$ cat src/rtl/mem_port_arbiter_if.sv
// Bundle of the fetch, LSU and memory-side signals around the port arbiter.
// master: the arbiter itself; slave: the requesters and the memory it serves.
interface mem_port_arbiter_if #(
    parameter int ADDR_W = 32,
    parameter int DATA_W = 32
);
    logic                  if_req;
    logic [ADDR_W-1:0]     if_addr;
    logic                  if_gnt;
    logic                  if_rvalid;
    logic [DATA_W-1:0]     if_rdata;

    logic                  lsu_req;
    logic                  lsu_we;
    logic [ADDR_W-1:0]     lsu_addr;
    logic [DATA_W-1:0]     lsu_wdata;
    logic [DATA_W/8-1:0]   lsu_wstrb;
    logic                  lsu_gnt;
    logic                  lsu_rvalid;
    logic [DATA_W-1:0]     lsu_rdata;

    logic                  mem_valid;
    logic                  mem_ready;
    logic                  mem_we;
    logic [ADDR_W-1:0]     mem_addr;
    logic [DATA_W-1:0]     mem_wdata;
    logic [DATA_W/8-1:0]   mem_wstrb;
    logic                  mem_rvalid;
    logic [DATA_W-1:0]     mem_rdata;

    logic                  bus_err;
    logic [ADDR_W-1:0]     err_addr;

    modport master (
        input  if_req, if_addr,
        output if_gnt, if_rvalid, if_rdata,
        input  lsu_req, lsu_we, lsu_addr, lsu_wdata, lsu_wstrb,
        output lsu_gnt, lsu_rvalid, lsu_rdata,
        output mem_valid, mem_we, mem_addr, mem_wdata, mem_wstrb,
        input  mem_ready, mem_rvalid, mem_rdata,
        output bus_err, err_addr
    );

    modport slave (
        output if_req, if_addr,
        input  if_gnt, if_rvalid, if_rdata,
        output lsu_req, lsu_we, lsu_addr, lsu_wdata, lsu_wstrb,
        input  lsu_gnt, lsu_rvalid, lsu_rdata,
        input  mem_valid, mem_we, mem_addr, mem_wdata, mem_wstrb,
        output mem_ready, mem_rvalid, mem_rdata,
        input  bus_err, err_addr
    );
endinterface

$ cat src/rtl/mem_port_arbiter.sv
// Serialises fetch and LSU traffic onto one single-port memory, one transaction in flight,
// LSU-first with a starvation guard for fetch and a response timeout that flags bus_err.
module mem_port_arbiter #(
    parameter int ADDR_W       = 32,
    parameter int DATA_W       = 32,
    parameter int STARVE_LIMIT = 4,
    parameter int TIMEOUT      = 16
) (
    input logic              clk,
    input logic              reset,
    mem_port_arbiter_if.master bus
);
    localparam int SW = $clog2(STARVE_LIMIT + 1);
    localparam int TW = $clog2(TIMEOUT);

    typedef enum logic [1:0] {IDLE, ISSUE, WAIT} state_t;

    state_t        state;
    logic          owner_lsu;
    logic [SW-1:0] starve_cnt;
    logic [TW-1:0] timer;

    logic fetch_wins;
    logic grant_if;
    logic grant_lsu;
    logic resp;
    logic abort_txn;
    logic done;

    // Grants and responses are gated by reset so a reset cycle never hands anything out.
    always_comb begin
        fetch_wins = bus.if_req && (!bus.lsu_req || starve_cnt == SW'(STARVE_LIMIT));
        grant_if   = !reset && state == IDLE && fetch_wins;
        grant_lsu  = !reset && state == IDLE && bus.lsu_req && !fetch_wins;
        resp       = !reset && state == WAIT && bus.mem_rvalid;
        abort_txn  = !reset && state == WAIT && !bus.mem_rvalid && timer == TW'(TIMEOUT - 1);
        done       = resp || abort_txn;
    end

    assign bus.if_gnt     = grant_if;
    assign bus.lsu_gnt    = grant_lsu;
    assign bus.if_rvalid  = done && !owner_lsu;
    assign bus.lsu_rvalid = done && owner_lsu;
    assign bus.if_rdata   = (resp && !owner_lsu) ? bus.mem_rdata : '0;
    assign bus.lsu_rdata  = (resp && owner_lsu) ? bus.mem_rdata : '0;

    always_ff @(posedge clk) begin
        if (reset) begin
            state         <= IDLE;
            owner_lsu     <= 1'b0;
            starve_cnt    <= '0;
            timer         <= '0;
            bus.mem_valid <= 1'b0;
            bus.mem_we    <= 1'b0;
            bus.mem_addr  <= '0;
            bus.mem_wdata <= '0;
            bus.mem_wstrb <= '0;
            bus.bus_err   <= 1'b0;
            bus.err_addr  <= '0;
        end else begin
            case (state)
                IDLE: begin
                    if (grant_if || grant_lsu) begin
                        state         <= ISSUE;
                        bus.mem_valid <= 1'b1;
                        owner_lsu     <= grant_lsu;
                        // A contested LSU win cannot reach the limit-plus-one, so no overflow here.
                        starve_cnt    <= (grant_lsu && bus.if_req) ? starve_cnt + 1'b1 : '0;
                        if (grant_if) begin
                            bus.mem_we    <= 1'b0;
                            bus.mem_addr  <= bus.if_addr;
                            bus.mem_wdata <= '0;
                            bus.mem_wstrb <= '0;
                        end else begin
                            bus.mem_we    <= bus.lsu_we;
                            bus.mem_addr  <= bus.lsu_addr;
                            bus.mem_wdata <= bus.lsu_wdata;
                            bus.mem_wstrb <= bus.lsu_wstrb;
                        end
                    end
                end
                ISSUE: begin
                    if (bus.mem_ready) begin
                        bus.mem_valid <= 1'b0;
                        state         <= WAIT;
                        timer         <= '0;
                    end
                end
                WAIT: begin
                    if (bus.mem_rvalid) begin
                        state <= IDLE;
                    end else if (abort_txn) begin
                        state       <= IDLE;
                        bus.bus_err <= 1'b1;
                        if (!bus.bus_err) begin
                            bus.err_addr <= bus.mem_addr;
                        end
                    end else begin
                        timer <= timer + 1'b1;
                    end
                end
                default: state <= IDLE;
            endcase
        end
    end
endmodule

$ cat src/flat_wrapper.sv
// flat-port wrapper written by rule: the top's interface ports become plain ports
module mem_port_arbiter_flat 
#(
    parameter int ADDR_W       = 32,
    parameter int DATA_W       = 32,
    parameter int STARVE_LIMIT = 4,
    parameter int TIMEOUT      = 16
)
  (clk, reset, bus_if_req, bus_if_addr, bus_if_gnt, bus_if_rvalid, bus_if_rdata, bus_lsu_req, bus_lsu_we, bus_lsu_addr, bus_lsu_wdata, bus_lsu_wstrb, bus_lsu_gnt, bus_lsu_rvalid, bus_lsu_rdata, bus_mem_valid, bus_mem_we, bus_mem_addr, bus_mem_wdata, bus_mem_wstrb, bus_mem_ready, bus_mem_rvalid, bus_mem_rdata, bus_bus_err, bus_err_addr);
  mem_port_arbiter_if #(.ADDR_W(ADDR_W), .DATA_W(DATA_W)) bus_i ();
  input logic clk;
  input logic reset;
  input wire logic [$bits(bus_i.if_req)-1:0] bus_if_req;
  input wire logic [$bits(bus_i.if_addr)-1:0] bus_if_addr;
  output wire logic [$bits(bus_i.if_gnt)-1:0] bus_if_gnt;
  output wire logic [$bits(bus_i.if_rvalid)-1:0] bus_if_rvalid;
  output wire logic [$bits(bus_i.if_rdata)-1:0] bus_if_rdata;
  input wire logic [$bits(bus_i.lsu_req)-1:0] bus_lsu_req;
  input wire logic [$bits(bus_i.lsu_we)-1:0] bus_lsu_we;
  input wire logic [$bits(bus_i.lsu_addr)-1:0] bus_lsu_addr;
  input wire logic [$bits(bus_i.lsu_wdata)-1:0] bus_lsu_wdata;
  input wire logic [$bits(bus_i.lsu_wstrb)-1:0] bus_lsu_wstrb;
  output wire logic [$bits(bus_i.lsu_gnt)-1:0] bus_lsu_gnt;
  output wire logic [$bits(bus_i.lsu_rvalid)-1:0] bus_lsu_rvalid;
  output wire logic [$bits(bus_i.lsu_rdata)-1:0] bus_lsu_rdata;
  output wire logic [$bits(bus_i.mem_valid)-1:0] bus_mem_valid;
  output wire logic [$bits(bus_i.mem_we)-1:0] bus_mem_we;
  output wire logic [$bits(bus_i.mem_addr)-1:0] bus_mem_addr;
  output wire logic [$bits(bus_i.mem_wdata)-1:0] bus_mem_wdata;
  output wire logic [$bits(bus_i.mem_wstrb)-1:0] bus_mem_wstrb;
  input wire logic [$bits(bus_i.mem_ready)-1:0] bus_mem_ready;
  input wire logic [$bits(bus_i.mem_rvalid)-1:0] bus_mem_rvalid;
  input wire logic [$bits(bus_i.mem_rdata)-1:0] bus_mem_rdata;
  output wire logic [$bits(bus_i.bus_err)-1:0] bus_bus_err;
  output wire logic [$bits(bus_i.err_addr)-1:0] bus_err_addr;
  assign bus_i.if_req = bus_if_req;
  assign bus_i.if_addr = bus_if_addr;
  assign bus_if_gnt = bus_i.if_gnt;
  assign bus_if_rvalid = bus_i.if_rvalid;
  assign bus_if_rdata = bus_i.if_rdata;
  assign bus_i.lsu_req = bus_lsu_req;
  assign bus_i.lsu_we = bus_lsu_we;
  assign bus_i.lsu_addr = bus_lsu_addr;
  assign bus_i.lsu_wdata = bus_lsu_wdata;
  assign bus_i.lsu_wstrb = bus_lsu_wstrb;
  assign bus_lsu_gnt = bus_i.lsu_gnt;
  assign bus_lsu_rvalid = bus_i.lsu_rvalid;
  assign bus_lsu_rdata = bus_i.lsu_rdata;
  assign bus_mem_valid = bus_i.mem_valid;
  assign bus_mem_we = bus_i.mem_we;
  assign bus_mem_addr = bus_i.mem_addr;
  assign bus_mem_wdata = bus_i.mem_wdata;
  assign bus_mem_wstrb = bus_i.mem_wstrb;
  assign bus_i.mem_ready = bus_mem_ready;
  assign bus_i.mem_rvalid = bus_mem_rvalid;
  assign bus_i.mem_rdata = bus_mem_rdata;
  assign bus_bus_err = bus_i.bus_err;
  assign bus_err_addr = bus_i.err_addr;
  mem_port_arbiter #(.ADDR_W(ADDR_W), .DATA_W(DATA_W), .STARVE_LIMIT(STARVE_LIMIT), .TIMEOUT(TIMEOUT)) u_core (.clk(clk), .reset(reset), .bus(bus_i));
endmodule
$ cat config.mk
export PLATFORM = sky130hd
export DESIGN_NAME = mem_port_arbiter_flat
export DESIGN_NICKNAME = d
export VERILOG_FILES = /design/src/rtl/mem_port_arbiter_if.sv /design/src/rtl/mem_port_arbiter.sv /design/src/flat_wrapper.sv
export SDC_FILE = /design/constraint.sdc
export NUM_CORES = 1
export LEC_CHECK = 0
export CAP_MARGIN = 30
export CORE_MARGIN = 4
export CORE_UTILIZATION = 41
export DETAILED_ROUTE_END_ITERATION = 8
export PLACE_DENSITY = 0.87
export SLEW_MARGIN = 15
export SYNTH_ARGS = -nofsm -noshare
export SYNTH_HDL_FRONTEND = slang
export SYNTH_SLANG_ARGS = --single-unit
$ cat constraint.sdc
create_clock -name clk -period 5.1 [get_ports clk]
set_input_delay 1.02 -clock clk [delete_from_list [all_inputs] [get_ports clk]]
set_output_delay 1.02 -clock clk [all_outputs]
set_load 0.01 [all_outputs]
==> results.toml <==
[run_status]
status = "complete, no violations"

[clock_network]
clk_pin_slew_ns = 0.05
cts_tree = "built"
cts-root-buf = "clkbuf_16"
clkSinkCount = 113
cts_max_path_buffers = 2
ctsHoldBuffers = 0
cts_resized = 0
cts_setup_buffers = 0
cts_buffers = 17
htreeDepth = 4
clk_latency_ns = 0.40

[logic_synthesis]
ys_ff_latch = 113
syn_inst = 564
synth_warnings = 0
yosys_most_used_dff = "dfxtp_1"
yosysUniqueCellTypes = 48
synth-edff-count = 0
synth.avg_cell_area_um2 = 9.056
async_flop_share_pct = 0
synth_area_um2 = 5107
syn-num-nets = 706
yosysSeqAreaShare_pct = 44.29

[setup_path]
cp.required_ns = 4.08
r2r-start = "u_core.state[0]"
r2r-end = "u_core.bus.mem_addr[25]"
arrival_ns = 3.03
path_cells = "clkdlybuf4s50_1 > nand2b_1 > nor3_2 > buf_4 > and2_1 > clkdlybuf4s50_1"
crit_path_end_kind = "output port"
r2r_cells = 4
crit_top_cell = "clkdlybuf4s50_1"
crit_path_start_kind = "primary input"
r2r_slack_ns = 2.83
critPathMaxFanout = 32
crit_type = "primary input to output port"
slowest_delay_ns = 0.63
cp_slowest_cell = "clkdlybuf4s50_1"

[drt]
wl_per_cell_um = 18.68
firstDrtPassIters = 5
drt_iter0_drc = 377
vias_per_cell = 5.270
finalWirelength_um = 19310
ant_nets = 0
drc = 0
vias = 5449

[pwr]
p_total_mw = 2.640
ir_worst_vdd_mv = 0.3266
power_leakage_nw = 3.172
pwr_density_cell_nw_per_um2 = 294.4

[finish]
area_growth_pct = 75.58
register_area_um2 = 2262
final_cell_count_no_fill = 1034
nNetsFinal = 995
final_common_cell = "clkdlybuf4s50_1"
drive_above_1_share_pct = 10.85
multi_input_area_um2 = 2597
fillers = 890
antenna_cells = 0
utilization_pct = 74.04
final_cell_mix = "clkdlybuf4s50_1 (308), dfxtp_1 (113), nand2_1 (77), a21oi_1 (71), and2_1 (65)"

[sta]
rsz0062_at_grt = "false"
fin_skew_ns = 0.01340
setup_violations = 0
report.final.hold_viol_count = 0
slew_viol_final = 0
finalSetupTns_ns = 0
maxSlewHeadroom_pct = 36.68
fin_crit_ns = 4.050
tightest_slew_ns = 0.9498
max_freq_mhz = 246.9
hold_slack_ns = 0.4552
period_share_pct = 79.41

[global_route]
grt_max_degree = 71
first_global_vias = 5555
grt_usage_pct = 26.05
antenna_found_initial = 0
overflow = 0
grt_first_pass_wirelength_um = 29780

[floorplan]
die_w_um = 119.6
initial_utilization_pct = 42.17
ios = 310
coreArea_um2 = 12110
die-area_um2 = 14310
die_y_um = 119.6
num_rows = 40

[min_path]
min_from = "u_core.bus.mem_wdata[6]"
hold_path_depth = 2
worst_hold_path.endpoint = "u_core.bus.mem_wdata[6]"
hold_path_class = "register to register"

[placed_design]
post-dp-hpwl_um = 14330
place_congestion = 0.9521
port_buffers = 309
dp_cells = 1000

[flow_run]
max_cap_violations = 0
[synth_stat cells (2+ instances only)]
cell / number / share of area (%)
a21oi_1: 72 / 7.1
a221o_1: 32 / 6.3
nor2_1: 3 / 0.22
nor3_2: 2 / 0.39
buf_2: 16 / 1.6
ha_1: 3 / 0.74
nor3b_2: 33 / 8.1
nand2_1: 77 / 5.7
o21ai_0: 26 / 2.5
dfxtp_1: 113 / 44
nor4_1: 2 / 0.24
nand3_1: 34 / 3.3
a31o_2: 2 / 0.34
o21a_1: 2 / 0.29
nand4b_1: 2 / 0.34
nor4b_1: 2 / 0.34
clkbuf_1: 25 / 1.8
nand2b_1: 2 / 0.24
or3b_2: 2 / 0.34
nor3_1: 2 / 0.20
inv_1: 6 / 0.44
o21ai_1: 7 / 0.69
buf_6: 5 / 1.1
and2_1: 65 / 8.0
buf_4: 4 / 0.59
nor4b_2: 3 / 0.88
[logic make-up (layout without fill, tap and decap cells)]
logic type               count (synthesis)  in the layout  synth area share, %
flip-flops                             113            113                44.29
buffers and inverters                   58            360                5.683
adder cells (fa/ha/maj)                  3              3               0.7350
AO/OA/AOI/OAI                          152            152                19.43
multiplexers                             1              1               0.1960
AND/OR/NAND/NOR                        237            237                29.67
[worst max-delay path, delay by kind of cell]
kind / cells / cell delay, ns
AND/OR/NAND/NOR: 3 / 0.51
buffers and inverters: 3 / 1.49
[worst max-delay path by stage]
stage	end	slack, ns	depth (start not counted)	from
after floorplan	bus_lsu_gnt	2.07	4	reset
after global placement	bus_lsu_rvalid	1.10	6	reset
after detailed placement	bus_lsu_rvalid	1.06	6	reset
after CTS	bus_lsu_rdata[30]	1.05	6	bus_mem_rvalid
after global routing	bus_lsu_rdata[30]	0.94	6	bus_mem_rvalid
final	bus_lsu_rdata[30]	1.05	6	bus_mem_rvalid
[state kept, by name, summed over array words and instances (netlist names)]
register	cells
u_core.bus.mem_wdata	32
u_core.bus.mem_valid	1
u_core.bus.mem_addr	32
u_core.state	2
u_core.bus.bus_err	1
u_core.starve_cnt	3
u_core.owner_lsu	1
u_core.bus.mem_wstrb	4
u_core.timer	4
u_core.bus.mem_we	1
u_core.bus.err_addr	32
[final cells by class]
cell class | count | share of cell area (%)
inverters | 7 | 0.2930
well taps | 168 | 2.344
flip-flops and latches | 113 | 25.23
clock inverters | 13 | 2.316
repair buffers | 321 | 35.80
multi-input cells | 393 | 28.97
clock buffers | 19 | 5.051
[power by group]
| group | switching, mW | internal [mW] | total [mW] |
|---|---|---|---|
| logic | 0.151 | 0.221 | 0.372 |
| registers | 0.0382 | 0.926 | 0.964 |
| clock network | 0.411 | 0.893 | 1.30 |
| total | 0.600 | 2.04 | 2.64 |
[through the flow]
step / instance area (um2) / setup WS, ns
CTS: 8920 / 1.050
floorplan: 5107 / 2.074
global placement: 8259 / 1.099
global route: 8967 / 0.9374
detailed placement: 8259 / 1.055
finish: 8967 / 1.050
[metal layers]
metal | track usage, % | wire length, um | up-vias
met5 | 0 | 0 | -
met1 | 28.66 | 7281 | 2617
met3 | 7.729 | 1311 | 40
met2 | 46.43 | 10120 | 215
met4 | 11.31 | 603 | 0
li1 | - | - | 2577
(Power assumes the default switching activity.)
